**src/rtl/logicnet_pkg.sv**
```systemverilog
// Shared LogicNet definitions: argmax FSM state type, default activation width
// and a helper that slices one class activation out of a packed vector.
package logicnet_pkg;

  typedef enum logic [1:0] {IDLE, SCAN, DONE} argmax_state_t;

  localparam int unsigned DEFAULT_ACT_W = 2;

  // Widest vector / activation the helper handles; callers zero-extend into it.
  localparam int unsigned MAX_VEC_W = 1024;
  localparam int unsigned MAX_ACT_W = 32;

  // Return class i (act_w bits wide, at bits [i*act_w +: act_w]) of a packed vector.
  function automatic logic [MAX_ACT_W-1:0] act_slice(input logic [MAX_VEC_W-1:0] vec,
                                                     input int unsigned        i,
                                                     input int unsigned        act_w);
    logic [MAX_VEC_W-1:0] shifted;
    logic [MAX_ACT_W-1:0] mask;
    shifted = vec >> (i * act_w);
    if (act_w >= MAX_ACT_W) begin
      mask = '1;
    end else begin
      mask = (MAX_ACT_W'(1) << act_w) - MAX_ACT_W'(1);
    end
    return shifted[MAX_ACT_W-1:0] & mask;
  endfunction

endpackage

```
**src/rtl/logicnet_argmax_decoder.sv**
```systemverilog
// Serial argmax over the final LUT layer's packed class activations.
// One vector per valid/ready handshake; one class compared per cycle; result
// held with valid/ready until the sink takes it.
// Optional tie flag output is built when ARGMAX_TIE_FLAG_EN is defined.
module logicnet_argmax_decoder
  import logicnet_pkg::*;
#(
  parameter int unsigned N_CLASSES = 5,
  parameter int unsigned ACT_W     = DEFAULT_ACT_W,
  parameter int unsigned IDX_W     = ($clog2(N_CLASSES) > 1) ? $clog2(N_CLASSES) : 1
) (
  input  logic                       clk,
  input  logic                       rst,
  input  logic                       in_valid,
  output logic                       in_ready,
  input  logic [N_CLASSES*ACT_W-1:0] in_data,
  output logic                       out_valid,
  input  logic                       out_ready,
  output logic [IDX_W-1:0]           out_class,
  output logic [ACT_W-1:0]           out_score
`ifdef ARGMAX_TIE_FLAG_EN
  ,
  output logic                       out_tie
`endif
);

  localparam int unsigned      VEC_W    = N_CLASSES * ACT_W;
  localparam logic [IDX_W-1:0] LAST_IDX = IDX_W'(N_CLASSES - 1);

  argmax_state_t    state_q, state_d;
  logic [VEC_W-1:0] vec_q;
  logic [ACT_W-1:0] best_q;
  logic [IDX_W-1:0] best_idx_q;
  logic [IDX_W-1:0] idx_q;
  logic [ACT_W-1:0] first_score;
  logic [ACT_W-1:0] cur_score;
  logic             accept;
  logic             last;

  // Class 0 of the incoming vector seeds best; cur_score is the class under test.
  always_comb begin
    first_score = ACT_W'(act_slice(MAX_VEC_W'(in_data), 0, ACT_W));
    cur_score   = ACT_W'(act_slice(MAX_VEC_W'(vec_q), 32'(idx_q), ACT_W));
    accept      = in_valid && (state_q == IDLE);
    last        = (idx_q == LAST_IDX);
  end

  // State register.
  always_ff @(posedge clk or posedge rst) begin
    if (rst) begin
      state_q <= IDLE;
    end else begin
      state_q <= state_d;
    end
  end

  // Next-state logic.
  always_comb begin
    state_d = state_q;
    unique case (state_q)
      IDLE: begin
        if (in_valid) state_d = (N_CLASSES == 1) ? DONE : SCAN;
      end
      SCAN: begin
        if (last) state_d = DONE;
      end
      DONE: begin
        if (out_ready) state_d = IDLE;
      end
      default: state_d = IDLE;
    endcase
  end

  // Datapath: capture on accept, then strict-greater update while scanning.
  always_ff @(posedge clk or posedge rst) begin
    if (rst) begin
      vec_q      <= '0;
      best_q     <= '0;
      best_idx_q <= '0;
      idx_q      <= '0;
    end else if (accept) begin
      vec_q      <= in_data;
      best_q     <= first_score;
      best_idx_q <= '0;
      idx_q      <= IDX_W'(1);
    end else if (state_q == SCAN) begin
      if (cur_score > best_q) begin
        best_q     <= cur_score;
        best_idx_q <= idx_q;
      end
      // Hold at the last index so the counter never wraps.
      if (!last) idx_q <= idx_q + IDX_W'(1);
    end
  end

`ifdef ARGMAX_TIE_FLAG_EN
  logic tie_q;

  // Tie flag: set on an equal compare, cleared whenever best is replaced.
  always_ff @(posedge clk or posedge rst) begin
    if (rst) begin
      tie_q <= 1'b0;
    end else if (accept) begin
      tie_q <= 1'b0;
    end else if (state_q == SCAN) begin
      if (cur_score > best_q) begin
        tie_q <= 1'b0;
      end else if (cur_score == best_q) begin
        tie_q <= 1'b1;
      end
    end
  end
`endif

  // Outputs are driven straight from registers; only valid/ready decode state.
  always_comb begin
    in_ready  = (state_q == IDLE);
    out_valid = (state_q == DONE);
    out_class = best_idx_q;
    out_score = best_q;
`ifdef ARGMAX_TIE_FLAG_EN
    out_tie   = tie_q && (state_q == DONE);
`endif
  end

endmodule

```
**config.mk**
```make
export PLATFORM = sky130hd
export DESIGN_NAME = logicnet_argmax_decoder
export DESIGN_NICKNAME = d
export VERILOG_FILES = /design/src/rtl/logicnet_pkg.sv /design/src/rtl/logicnet_argmax_decoder.sv
export SDC_FILE = /design/constraint.sdc
export NUM_CORES = 1
export LEC_CHECK = 0
export ABC_AREA = 0
export ABC_CLOCK_PERIOD_IN_PS = 2600
export BUFFER_PORTS_ARGS = -buffer_cell sky130_fd_sc_hd__buf_4
export CAP_MARGIN = 5
export CORE_UTILIZATION = 52
export CTS_CLUSTER_DIAMETER = 30
export DETAILED_ROUTE_END_ITERATION = 10
export GPL_TIMING_DRIVEN = 1
export PLACE_DENSITY_LB_ADDON = 0.05
export SLEW_MARGIN = 20
export SYNTH_ARGS = -nofsm -noshare
export SYNTH_HDL_FRONTEND = slang
export SYNTH_SLANG_ARGS = --single-unit
export TNS_END_PERCENT = 20
```
**constraint.sdc**
```tcl
create_clock -name clk -period 2.6 [get_ports clk]
set_clock_uncertainty 0.2 [all_clocks]
set_input_delay 0.39 -clock clk [delete_from_list [all_inputs] [get_ports clk]]
set_output_delay 0.39 -clock clk [all_outputs]
set_load 0.1 [all_outputs]
```
==> Yosys cells after proc, flatten, opt, wreduce, memory -nomap -nowiden <==
Cells that the tools add are included.
{ "op_classes": {"add_sub_neg": 1, "mul": 0, "n_div": 0, "order_cmp": 1, "eq_ne": 7, "shift": 1, "muxes": 13, "bitwise_logic": 0, "n_reduce_logical": 7} }
{ "op_table": {"columns": ["cell", "count"], "rows": [
  ["two-way mux 3 bit", 6],
  ["two-way mux 2 bit", 6],
  ["right shift 10 x 4 -> 2 bit", 1],
  ["inequality test 2 bit, second input constant", 3],
  ["case mux 2 bit (3 select lines)", 1],
  ["AND reduction 2 bit", 2],
  ["nonzero test 2 bit", 2],
  ["adder 3 x 1 -> 3 bit, second input constant", 1],
  ["equality test 3 bit, second input constant", 1],
  ["AND reduction 3 bit", 1],
  ["equality test 2 x 1 -> 1 bit, second input constant", 1],
  ["equality test 2 bit, second input constant", 1],
  ["> comparator 2 bit", 1],
  ["logical NOT 2 bit", 1],
  ["inequality test 2 x 1 -> 1 bit, second input constant", 1],
  ["logical AND 1 bit", 1]
]} }
{ "word_totals": {"regBits": 20, "latch_bits": 0, "ramBits": 0, "romBits": 0, "mem_count": 0} }

==> Depth between registers and ports, before layout <==
Gate-level depths: netlist of run 1.
{ "depth": {"word_depth": 5, "mapped_depth": 10, "mapped_depth_nobuf": 9} }

==> Least setup slack after synthesis of run 1 <==
Ideal clock, no wire load.
{ "synth_timing": {"path_type": "register -> register", "start": "reg state_q[1]", "end": "reg vec_q[1]", "setup_time_ns": 0.119, "arrival_ns": 2.506, "path_slack_ns": -0.225, "stages_incl_launch_ff": 6, "path_buffers": 1, "synth_period_minus_slack_ns": 2.825, "path_cell_list": "dfrtp_1 > nor2_1 > nand2_1 > buf_2 > nand2_1 > nand2_1"} }
{ "synth_via": {"elab_chain_cells": 2} }
{ "synth_lines": {"columns": ["element", "line", "text"], "rows": [
  ["start: declaration", "logicnet_argmax_decoder.sv:30", "argmax_state_t state_q, state_d;"],
  ["start signal: assignment", "logicnet_argmax_decoder.sv:53", "state_q <= state_d;"],
  ["logical NOT 2 bit", null, null],
  ["net in_ready", "logicnet_argmax_decoder.sv:15", "output logic in_ready,"],
  ["logical AND 1 bit", "logicnet_argmax_decoder.sv:44", "accept = in_valid && (state_q == IDLE);"],
  ["end signal: assignment", "logicnet_argmax_decoder.sv:82", "vec_q <= in_data;"],
  ["end: declaration", "logicnet_argmax_decoder.sv:31", "logic [VEC_W-1:0] vec_q;"]
]} }
The timed path passes the listed nets, and every way through them passes these cells.
A chain may end at the register's enable or synchronous reset.

==> Final worst setup path of run 1 <==
{ "layout_timing": {"start": "reg idx_q[1]", "end": "reg best_q[0] (netlist: out_score[0])"} }
{ "layout_via": {"elab_chain_cells": 4, "elab_cells_between_ends": 7} }
{ "layout_lines": {"columns": ["element", "line", "text"], "rows": [
  ["start: declaration", "logicnet_argmax_decoder.sv:34", "logic [IDX_W-1:0] idx_q;"],
  ["start signal: assignment", "logicnet_argmax_decoder.sv:92", "if (!last) idx_q <= idx_q + IDX_W'(1);"],
  ["right shift 10 x 4 -> 2 bit (*)", "logicnet_pkg.sv:19", "shifted = vec >> (i * act_w);"],
  ["> comparator 2 bit / two-way mux 2 bit (equally long branches)", "logicnet_argmax_decoder.sv:87", "if (cur_score > best_q) begin"],
  ["nonzero test 2 bit (no line) / two-way mux 2 bit (equally long branches)", null, null],
  ["AND reduction 2 bit (no line) / two-way mux 2 bit (equally long branches)", null, null],
  ["end signal: assignment", "logicnet_argmax_decoder.sv:83", "best_q <= first_score;"],
  ["end signal: assignment", "logicnet_argmax_decoder.sv:88", "best_q <= cur_score;"],
  ["end: declaration", "logicnet_argmax_decoder.sv:32", "logic [ACT_W-1:0] best_q;"]
]} }
Mark *: on every way between the ends. The rest lies on a longest branch, timed or not. The select of a mux whose other input is x is not followed.

==> metrics.md, run 1 <==
| Metric | Value |
|---|---|
| Status | `finished clean` |
| Post-DP HPWL | `between 1 and 1.5 mm` |
| Worst slew pin tran | `749 ps` |
| Fmax | `between 400 and 500 MHz` |
| I/O Buffers | `20` |
| I/O pin cnt | `21` |
| Row cnt | `15` |
| First-pass GRT wire length | `3.07 mm` |
| Cells after Synth | `~110` |
| Antenna violations before repair | `0` |
| CP endpoint kind | `flip-flop` |
| Hold-fix buffers, CTS | `0` |
| Postcts setup bufs | `0` |
| Count leader, synth | `nand2_1` |
| Drc violations | `0` |
| CTS Buf Count | `3` |
| Final ANT Viol Nets | `0` |
| Post_cts resized | `0` |
| # diodes | `0` |
| Largest net degree at the start of global routing | `21` |
| Yosys top cell by area | `dfrtp_1` |
| Relative slew slack | `50.0%` |
| Min-Delay Path Class | `input port to async pin` |
| Total negative slack | `0 ps` |
| Vias in the first global route | `740` |
| Die span in y | `about 46 um` |
| First-pass iteration count of the detailed router | `4` |
| Critical-path cell list | `mux2_4 -> a22oi_2 -> o21ba_2 -> inv_1 -> ha_1 -> nor2b_1 -> o211ai_2 -> nand3b_1 -> o221a_1` |
| Clk_lat worst skew | `roughly 300 ps` |
| Layout area overhead | `18.1%` |
| Drt first-iter violations | `15` |
| CP max FO | `10` |
| Critical path arrival | `approximately 2400 ps` |
| Chip Width | `about 46 um` |
| Async set-reset flop share out of synthesis | `100%` |
| Crit path kind | `flip-flop to flip-flop` |
| Ys Warns | `0` |
| Drt wl/cell | `about 12 um` |
| Top post-synthesis cells by count | `nand2_1 (38), dfrtp_1 (20), inv_1 (8), nand3_1 (5), ha_1 (4)` |
| Clock root cell | `clkbuf_4` |
| Clock Path Buffers | `2` |
| CTS tree | `done` |
| Yosys cell types | `27` |
| RD Place Congestion | `just over 0.8` |
| Initial Util | `57.3%` |
| Sequential-to-total area share from yosys stat | `49.0%` |
| RSZ-0062 raised after global routing | `no` |
| R2R Setup Slk | `roughly 240 ps` |
| Total congestion overflow | `0` |
| Max-slew violations | `0` |
| Ratio of cells with drive above 1 in the final layout | `26.4%` |
| CTS H-tree lvls | `1` |
| Critical-path top delay cell | `dfrtp_1` |
| Layout Nets | `149` |
| Synth top area share | `49.0%` |
| Clock slew at reported path FFs | `100 ps` |
| Sink Count | `20` |
| DIE AREA | `2140 sq um` |
| Tcrit/Tclk final | `~91%` |
| Top cells by area, synth | `dfrtp_1 (49%), nand2_1 (14%), ha_1 (4.9%)` |
| Number of synthesized flops with an enable pin | `0` |
| Critical Path Start Type | `flip-flop` |
| Max-cap violations | `0` |
| # setup viols final | `0` |
| CP max stage delay | `410 ps` |
| Core region area | `1780 sq um` |
| Detailed Route WL | `between 1.5 and 2 mm` |
| Syn avg cell area | `between 9 and 10 sq um` |
| # fillers | `around 160` |
| Via/cell ratio | `~4.9` |
| Synthesized flop and latch total | `20` |
| CP Data Required Time | `~2600 ps` |
| Net Count, Synth | `about 130` |
| Final Hold Viols | `0` |
| Mapped Area | `1020 sq um` |
| GRT Total Usage | `21.0%` |
| Final min period | `between 2000 and 2500 ps` |
| DR vias | `760` |
| Most used flip-flop cell after synthesis | `dfrtp_1` |
per-stage QoR:
stage | utilization, % | std cells | setup slack, ps | hold slack, ps | cell area [sq um]
after floorplan | - | 109 | 252 | 154 | 1020
after detailed placement | 66.4 | 151 | 242 | 263 | 1180
after global routing | 67.6 | 154 | 65.6 | 64.1 | 1210
final | 67.6 | 154 | 237 | 10.0 | 1210
after CTS | 67.6 | 154 | 228 | 26.4 | 1210
after global placement | 66.4 | 151 | 316 | 260 | 1180
critical path, delay by kind of cell (launching register included):
kind | cells | cell delay (ps)
compound gates | 4 | 750
fa+ha+maj | 1 | 270
buf+inv | 1 | 40
flops | 1 | 410
mux | 1 | 310
simple gates | 2 | 260
cell families after synthesis:
kind of cell             count (synthesis)  share of synthesized area, %
XOR/XNOR                                 1                         0.858
multiplexers                             3                          3.92
AND/OR/NAND/NOR                         54                          23.4
adder cells (fa/ha/maj)                  4                          4.90
AO/OA/AOI/OAI                           15                          12.1
flip-flops                              20                          49.0
buffers and inverters                   12                          5.76
cells in the final DEF (no fill, tap or decap):
master and count:
a32o_1 1, o221a_1 1, o22a_1 1, a21oi_1 2, ha_1 4, o21ai_2 1, nand3_1 5, o21ai_0 3
and2b_2 1, xnor2_1 1, clkbuf_4 3, nand2_1 38, and2_1 1, nor2_1 2, o211ai_2 2, dfrtp_1 20
buf_4 21, a31oi_1 2, nor2_2 1, mux2_4 2, o21ba_2 1, mux2i_1 1, a22oi_2 1, nand3b_1 3
nand3_2 1, nor2b_1 2, inv_1 8
worst paths after layout:
path | endpoint | startpoint | depth (start not counted)
worst max-delay path | out_score[0] | idx_q[1] | 9
worst min-delay path | vec_q[3] | rst | 2
worst max register to register | out_score[0] | idx_q[1] | 9
worst min register to register | vec_q[2] | vec_q[2] | 2
max in group asynchronous | idx_q[0] | rst | 2
min in group clk | vec_q[8] | in_data[8] | 3
metal layers:
layer  routed length (um)  global-route usage [%]
met3                   66                    4.71
met2                  916                    33.9
met5                    0                       0
met1                  906                    25.2
met4                   31                    12.4
registers in the layout (all words and copies together) (netlist names):
signal and cells:
out_score 2, idx_q 3, out_class 3, state_q 2, vec_q 10
area by class of cell:
cell class	instances	area (sq um)	share of cell area (%)
clock buffer	3	22.5	1.87
multi-input combinational	77	464	38.5
tap	25	31.3	2.59
timing repair buffer	21	158	13.1
inverter	8	30.0	2.49
sequential	20	500	41.5
Power of run 1 is not shown: default switching activity piles up to over one toggle a cycle in this logic, so the estimate is an artifact.
==> run 2, diff against run 1 <==
--- a/config.mk
+++ b/config.mk
@@ -9,6 +9,8 @@
 export ABC_CLOCK_PERIOD_IN_PS = 2600
 export BUFFER_PORTS_ARGS = -buffer_cell sky130_fd_sc_hd__buf_4
 export CAP_MARGIN = 5
+export CORE_ASPECT_RATIO = 0.8
+export CORE_MARGIN = 4
 export CORE_UTILIZATION = 52
 export CTS_CLUSTER_DIAMETER = 30
 export DETAILED_ROUTE_END_ITERATION = 10
==> metrics.md, run 2 (synthesis gave the netlist of run 1 again) <==
| Metric | Value |
|---|---|
| Most frequent cells in the layout | `nand2_1 (38), buf_4 (22), dfrtp_1 (20), inv_1 (8), nand3_1 (5) (was nand2_1 (38), buf_4 (21), dfrtp_1 (20), inv_1 (8), nand3_1 (5))` |
| Fmax | `406 MHz (was 423 MHz)` |
| Clk_lat worst skew | `300 ps (about the same)` |
| Power per Cell Area | `around 1500 nW/um^2` |
| Via/cell ratio | `5.23 (was 4.94)` |
| RD Place Congestion | `0.779 (was 0.807)` |
| Core region area | `1870 sq um (was 1780 sq um)` |
| Total congestion overflow | `0 (unchanged)` |
| I/O pin cnt | `21 (unchanged)` |
| Die span in y | `47.6 um (was 46.3 um)` |
| CTS Buf Count | `3 (unchanged)` |
| DR vias | `810 (was 760)` |
| # setup viols final | `0 (unchanged)` |
| Critical path arrival | `2460 ps (was 2360 ps)` |
| Max-slew violations | `0 (unchanged)` |
| Largest net degree at the start of global routing | `21 (unchanged)` |
| Layout Cells excl Fill | `155 (was 154)` |
| Drt wl/cell | `14.0 um (was 12.5 um)` |
| Ratio of cells with drive above 1 in the final layout | `27.5% (was 26.4%)` |
| Min-Delay Path Class | `input port to async pin (unchanged)` |
| Row cnt | `14 (was 15)` |
| Final instance area | `1230 sq um (was 1210 sq um)` |
| Final Hold Viols | `0 (unchanged)` |
| I/O Buffers | `20 (unchanged)` |
| RSZ-0062 raised after global routing | `no (unchanged)` |
| Commonest non-fill, non-tap cell in the layout | `nand2_1 (unchanged)` |
| Antenna violations before repair | `0 (unchanged)` |
| Clock slew at reported path FFs | `110 ps (was 100 ps)` |
| P_leak | `~0.00064 uW` |
| Layout Nets | `150 (was 149)` |
| # diodes | `0 (unchanged)` |
| First-pass iteration count of the detailed router | `4 (unchanged)` |
| Critical Path Start Type | `flip-flop (unchanged)` |
| CTS H-tree lvls | `1 (unchanged)` |
| CP endpoint kind | `flip-flop (unchanged)` |
| Clock Path Buffers | `2 (unchanged)` |
| Chip Width | `57.5 um (was 46.3 um)` |
| Final min period | `2460 ps (was 2360 ps)` |
| Worst r2r path cells | `9 (unchanged)` |
| Post-DP HPWL | `1.57 mm (was 1.39 mm)` |
| Clock root cell | `clkbuf_4 (unchanged)` |
| Reg-to-Reg End | `out_score[0] (unchanged)` |
| Worst slew pin tran | `742 ps (was 749 ps)` |
| Hold-fix buffers, CTS | `0 (unchanged)` |
| GRT Total Usage | `16.6% (was 21.0%)` |
| Post_cts resized | `0 (unchanged)` |
| Initial Util | `54.5% (was 57.3%)` |
| Max-cap violations | `0 (unchanged)` |
| Top reg by flops | `vec_q (unchanged)` |
| Vias in the first global route | `751 (was 740)` |
| CTS tree | `done (unchanged)` |
| Placed inst area | `1190 sq um (was 1180 sq um)` |
| Total negative slack | `0 ps (unchanged)` |
| CP Data Required Time | `2600 ps (about the same)` |
| Placed cells | `151 (unchanged)` |
| Sink Count | `20 (unchanged)` |
| Tcrit/Tclk final | `94.6% (was 90.9%)` |
| Drc violations | `0 (unchanged)` |
| Maximum vdd drop | `roughly 0.0012 V` |
| Drt first-iter violations | `19 (was 15)` |
| WHS | `4.00 ps (was 10.0 ps)` |
| CP max FO | `10 (unchanged)` |
| First-pass GRT wire length | `3.34 mm (was 3.07 mm)` |
| Final ANT Viol Nets | `0 (unchanged)` |
| Worst r2r src | `idx_q[1] (unchanged)` |
| R2R Setup Slk | `140 ps (was 240 ps)` |
| Layout area overhead | `20.1% (was 18.1%)` |
| Relative slew slack | `50.5% (was 50.0%)` |
| Postcts setup bufs | `0 (unchanged)` |
| Crit path kind | `flip-flop to flip-flop (unchanged)` |
| DIE AREA | `2740 sq um (was 2140 sq um)` |
| Status | `finished clean (unchanged)` |
| Detailed Route WL | `2.17 mm (was 1.92 mm)` |
| Max FFs per register | `10 (unchanged)` |
==> run 2: changes by cell type in the layout (fill, tap and decap cells not counted), sizes merged <==
cell / before / now
buf: 21 / 22
clkbuf: 3 / 4
==> run 2: worst max-delay path, stage by stage (launching register included) <==
cell and delay (ps):
dfrtp_1 460, mux2_4 330, a22oi_2 120, o21ba_2 160
inv_1 40, ha_1 270, nor2b_1 140, o211ai_2 350
nand3b_1 130, o221a_1 150
==> run 2: final cells by class <==
| class | instances | area, sq um |
|---|---|---|
| fill | 187 | 648 |
| sequential | 20 | 500 |
| multi-input combinational | 77 | 464 |
| timing repair buffer | 22 | 165 |
| clock buffer | 4 | 36.3 |
| inverter | 8 | 30.0 |
| tap | 24 | 30.0 |
==> run 2: power breakdown <==
group | leakage (uW) | internal [uW] | switching [uW]
clock network | 0.0000210 | 85.5 | 96.6
logic | 0.000367 | 371 | 701
registers | 0.000249 | 453 | 112
total | 0.000637 | 910 | 910
==> run 2: worst max-delay path by stage <==
stage | start | end | slack (ps) | cells after the start
floorplan | state_q[0] | out_valid | 250 | 1
detailed placement | idx_q[1] | out_score[0] | 160 | 9
finish | idx_q[1] | out_score[0] | 140 | 9
global placement | idx_q[1] | out_score[0] | 260 | 9
CTS | idx_q[1] | out_score[0] | 140 | 9
global route | idx_q[1] | out_score[0] | 6 | 9
==> run 2: metal layers <==
layer	track usage [%]	vias up	share of wire [%]
met4	5.56	0	0.87
met1	19.3	388	48
met5	0	-	0
met3	6.47	5	4.9
li1	-	401	-
met2	28.8	16	47
==> run 2: metrics by stage <==
step | total power [uW] | util (%) | setup slack [ps]
global route | 1940 | 65.4 | 6.10
global placement | 1610 | 63.5 | 257
finish | 1820 | 65.4 | 139
floorplan | 1430 | - | 252
detailed placement | 1650 | 63.5 | 159
CTS | 1830 | 65.4 | 136
Note: power is estimated with default switching activity, not from simulation.
==> run 3, diff against run 2 <==
--- a/config.mk
+++ b/config.mk
@@ -16,6 +16,7 @@
 export DETAILED_ROUTE_END_ITERATION = 10
 export GPL_TIMING_DRIVEN = 1
 export PLACE_DENSITY_LB_ADDON = 0.05
+export RECOVER_POWER = 100
 export SLEW_MARGIN = 20
 export SYNTH_ARGS = -nofsm -noshare
 export SYNTH_HDL_FRONTEND = slang
==> metrics.md, run 3 (synthesis gave the netlist of run 1 again) <==
| Metric | Value |
|---|---|
| Hold-fix buffers, CTS | `0 (unchanged)` |
| Worst slew pin tran | `1170 ps (was 742 ps)` |
| Vias in the first global route | `751 (unchanged)` |
| Placed cells | `151 (unchanged)` |
| Critical Path Start Type | `flip-flop (unchanged)` |
| Die span in y | `47.6 um (unchanged)` |
| Tcrit/Tclk final | `94.4% (was 94.6%)` |
| Layout Nets | `150 (unchanged)` |
| Antenna violations before repair | `0 (unchanged)` |
| I/O pin cnt | `21 (unchanged)` |
| Max-slew violations | `0 (unchanged)` |
| Top reg by flops | `vec_q (unchanged)` |
| Crit path kind | `flip-flop to flip-flop (unchanged)` |
| Clk pwr share | `10.4% (was 10.0%)` |
| Layout area overhead | `16.5% (was 20.1%)` |
| Fmax | `408 MHz (was 406 MHz)` |
| Sw frac | `50.8% (was 50.0%)` |
| RD Place Congestion | `0.779 (unchanged)` |
| Placed inst area | `1190 sq um (unchanged)` |
| Ratio of cells with drive above 1 in the final layout | `21.4% (was 27.5%)` |
| Critical-path cell list | `mux2_4 -> a22oi_1 -> o21ba_2 -> inv_1 -> ha_1 -> nor2b_1 -> o211ai_2 -> nand3b_1 -> o221a_1 (was mux2_4 -> a22oi_2 -> o21ba_2 -> inv_1 -> ha_1 -> nor2b_1 -> o211ai_2 -> nand3b_1 -> o221a_1)` |
| Final ANT Viol Nets | `0 (unchanged)` |
| DIE AREA | `2740 sq um (unchanged)` |
| Clk_lat worst skew | `300 ps (about the same)` |
| # diodes | `0 (unchanged)` |
| Status | `finished clean (unchanged)` |
| Layout Cells excl Fill | `155 (unchanged)` |
| Drt wl/cell | `14.0 um (about the same)` |
| Critical-path top delay cell | `dfrtp_1 (unchanged)` |
| # fillers | `198 (was 187)` |
| CTS tree | `done (unchanged)` |
| Maximum vdd drop | `0.00116 V (was 0.00121 V)` |
| CTS Buf Count | `3 (unchanged)` |
| Total negative slack | `0 ps (unchanged)` |
| Post-DP HPWL | `1.57 mm (unchanged)` |
| P_leak | `0.000611 uW (was 0.000637 uW)` |
| Min-Delay Path Class | `input port to async pin (unchanged)` |
| CP Data Required Time | `2600 ps (about the same)` |
| Reg power frac | `31.8% (was 31.0%)` |
| Row cnt | `14 (unchanged)` |
| Chip Width | `57.5 um (unchanged)` |
| CP max stage delay | `460 ps (about the same)` |
| Detailed Route WL | `2.17 mm (about the same)` |
| Switching power of the nets | `895 uW (was 910 uW)` |
| DR vias | `812 (was 810)` |
| Most frequent cells in the layout | `nand2_1 (38), dfrtp_1 (20), buf_4 (14), inv_1 (8) (was nand2_1 (38), buf_4 (22), dfrtp_1 (20), inv_1 (8), nand3_1 (5))` |
| Via/cell ratio | `5.24 (was 5.23)` |
| # setup viols final | `0 (unchanged)` |
| Commonest non-fill, non-tap cell in the layout | `nand2_1 (unchanged)` |
| Initial Util | `54.5% (unchanged)` |
| I/O Buffers | `20 (unchanged)` |
| Power per Cell Area | `1480 nW/um^2 (about the same)` |
| Relative slew slack | `22.1% (was 50.5%)` |
| Internal | `868 uW (was 910 uW)` |
| Drt first-iter violations | `20 (was 19)` |
| Post_cts resized | `0 (unchanged)` |
| First-pass iteration count of the detailed router | `4 (unchanged)` |
| CP max FO | `10 (unchanged)` |
| Critical path arrival | `2460 ps (about the same)` |
| CTS H-tree lvls | `1 (unchanged)` |
| Final Hold Viols | `0 (unchanged)` |
| Postcts setup bufs | `0 (unchanged)` |
| Comb power frac | `57.9% (was 58.9%)` |
| Drc violations | `0 (unchanged)` |
| Largest net degree at the start of global routing | `21 (unchanged)` |
| Clock Path Buffers | `2 (unchanged)` |
| Max-cap violations | `0 (unchanged)` |
| Clock root cell | `clkbuf_4 (unchanged)` |
| Total congestion overflow | `0 (unchanged)` |
| Final min period | `2450 ps (was 2460 ps)` |
| CP endpoint kind | `flip-flop (unchanged)` |
| Final instance area | `1190 sq um (was 1230 sq um)` |
| GRT Total Usage | `16.6% (unchanged)` |
| Clock slew at reported path FFs | `110 ps (about the same)` |
| Core region area | `1870 sq um (unchanged)` |
| Max FFs per register | `10 (unchanged)` |
| RSZ-0062 raised after global routing | `no (unchanged)` |
| Sink Count | `20 (unchanged)` |
| First-pass GRT wire length | `3.34 mm (unchanged)` |
## run 3: path summary, 6_finish.rpt
path | start | endpoint | slack, ps | cells after the start
worst max-delay path | idx_q[1] | out_score[0] | 150 | 9
worst min-delay path | rst | idx_q[2] | 3 | 2
worst max register to register | idx_q[1] | out_score[0] | 150 | 9
worst min register to register | vec_q[2] | vec_q[2] | 290 | 2
max in group asynchronous | rst | out_class[2] | 1730 | 2
min in group clk | in_data[6] | vec_q[6] | 60 | 3
## run 3: worst max-delay path, delay by kind of cell, from the launching register on
| kind | cells | cell delay [ps] |
|---|---|---|
| flops | 1 | 460 |
| mux | 1 | 320 |
| buf+inv | 1 | 40 |
| simple gates | 2 | 270 |
| compound gates | 4 | 790 |
| fa+ha+maj | 1 | 270 |
## run 3: cell type report
class	instances	area [sq um]	share of cell area (%)
multi-input cells	77	452	38.0
repair buffers	22	141	11.9
clock buffers	4	36.3	3.05
inverters	8	30.0	2.52
flip-flops and latches	20	500	42.1
well taps	24	30.0	2.52
## run 3: layer usage
layer | global-route usage (%) | routed length (um) | vias up
li1 | - | - | 402
met1 | 19.3 | 1040 | 389
met2 | 28.8 | 1010 | 16
met3 | 6.47 | 106 | 5
met4 | 5.56 | 19 | 0
met5 | 0 | 0 | -
## run 3: power groups by stage
stage	Clock [uW]	Sequential (uW)	Combinational, uW
6_report	183	560	1020
5_1_grt	201	577	1100
4_1_cts	187	565	1080
3_5_place_dp	0	571	1080
3_3_place_gp	0	565	1040
2_1_floorplan	0	750	677
## run 3: stage by stage
stage	setup slack, ps	hold WS, ps	total power (uW)	utilization, %
2_1_floorplan	252	154	1430	-
3_3_place_gp	257	260	1610	63.5
3_5_place_dp	159	267	1650	63.5
4_1_cts	136	30.5	1830	65.4
5_1_grt	6.32	51.1	1880	63.5
6_report	146	2.66	1760	63.5
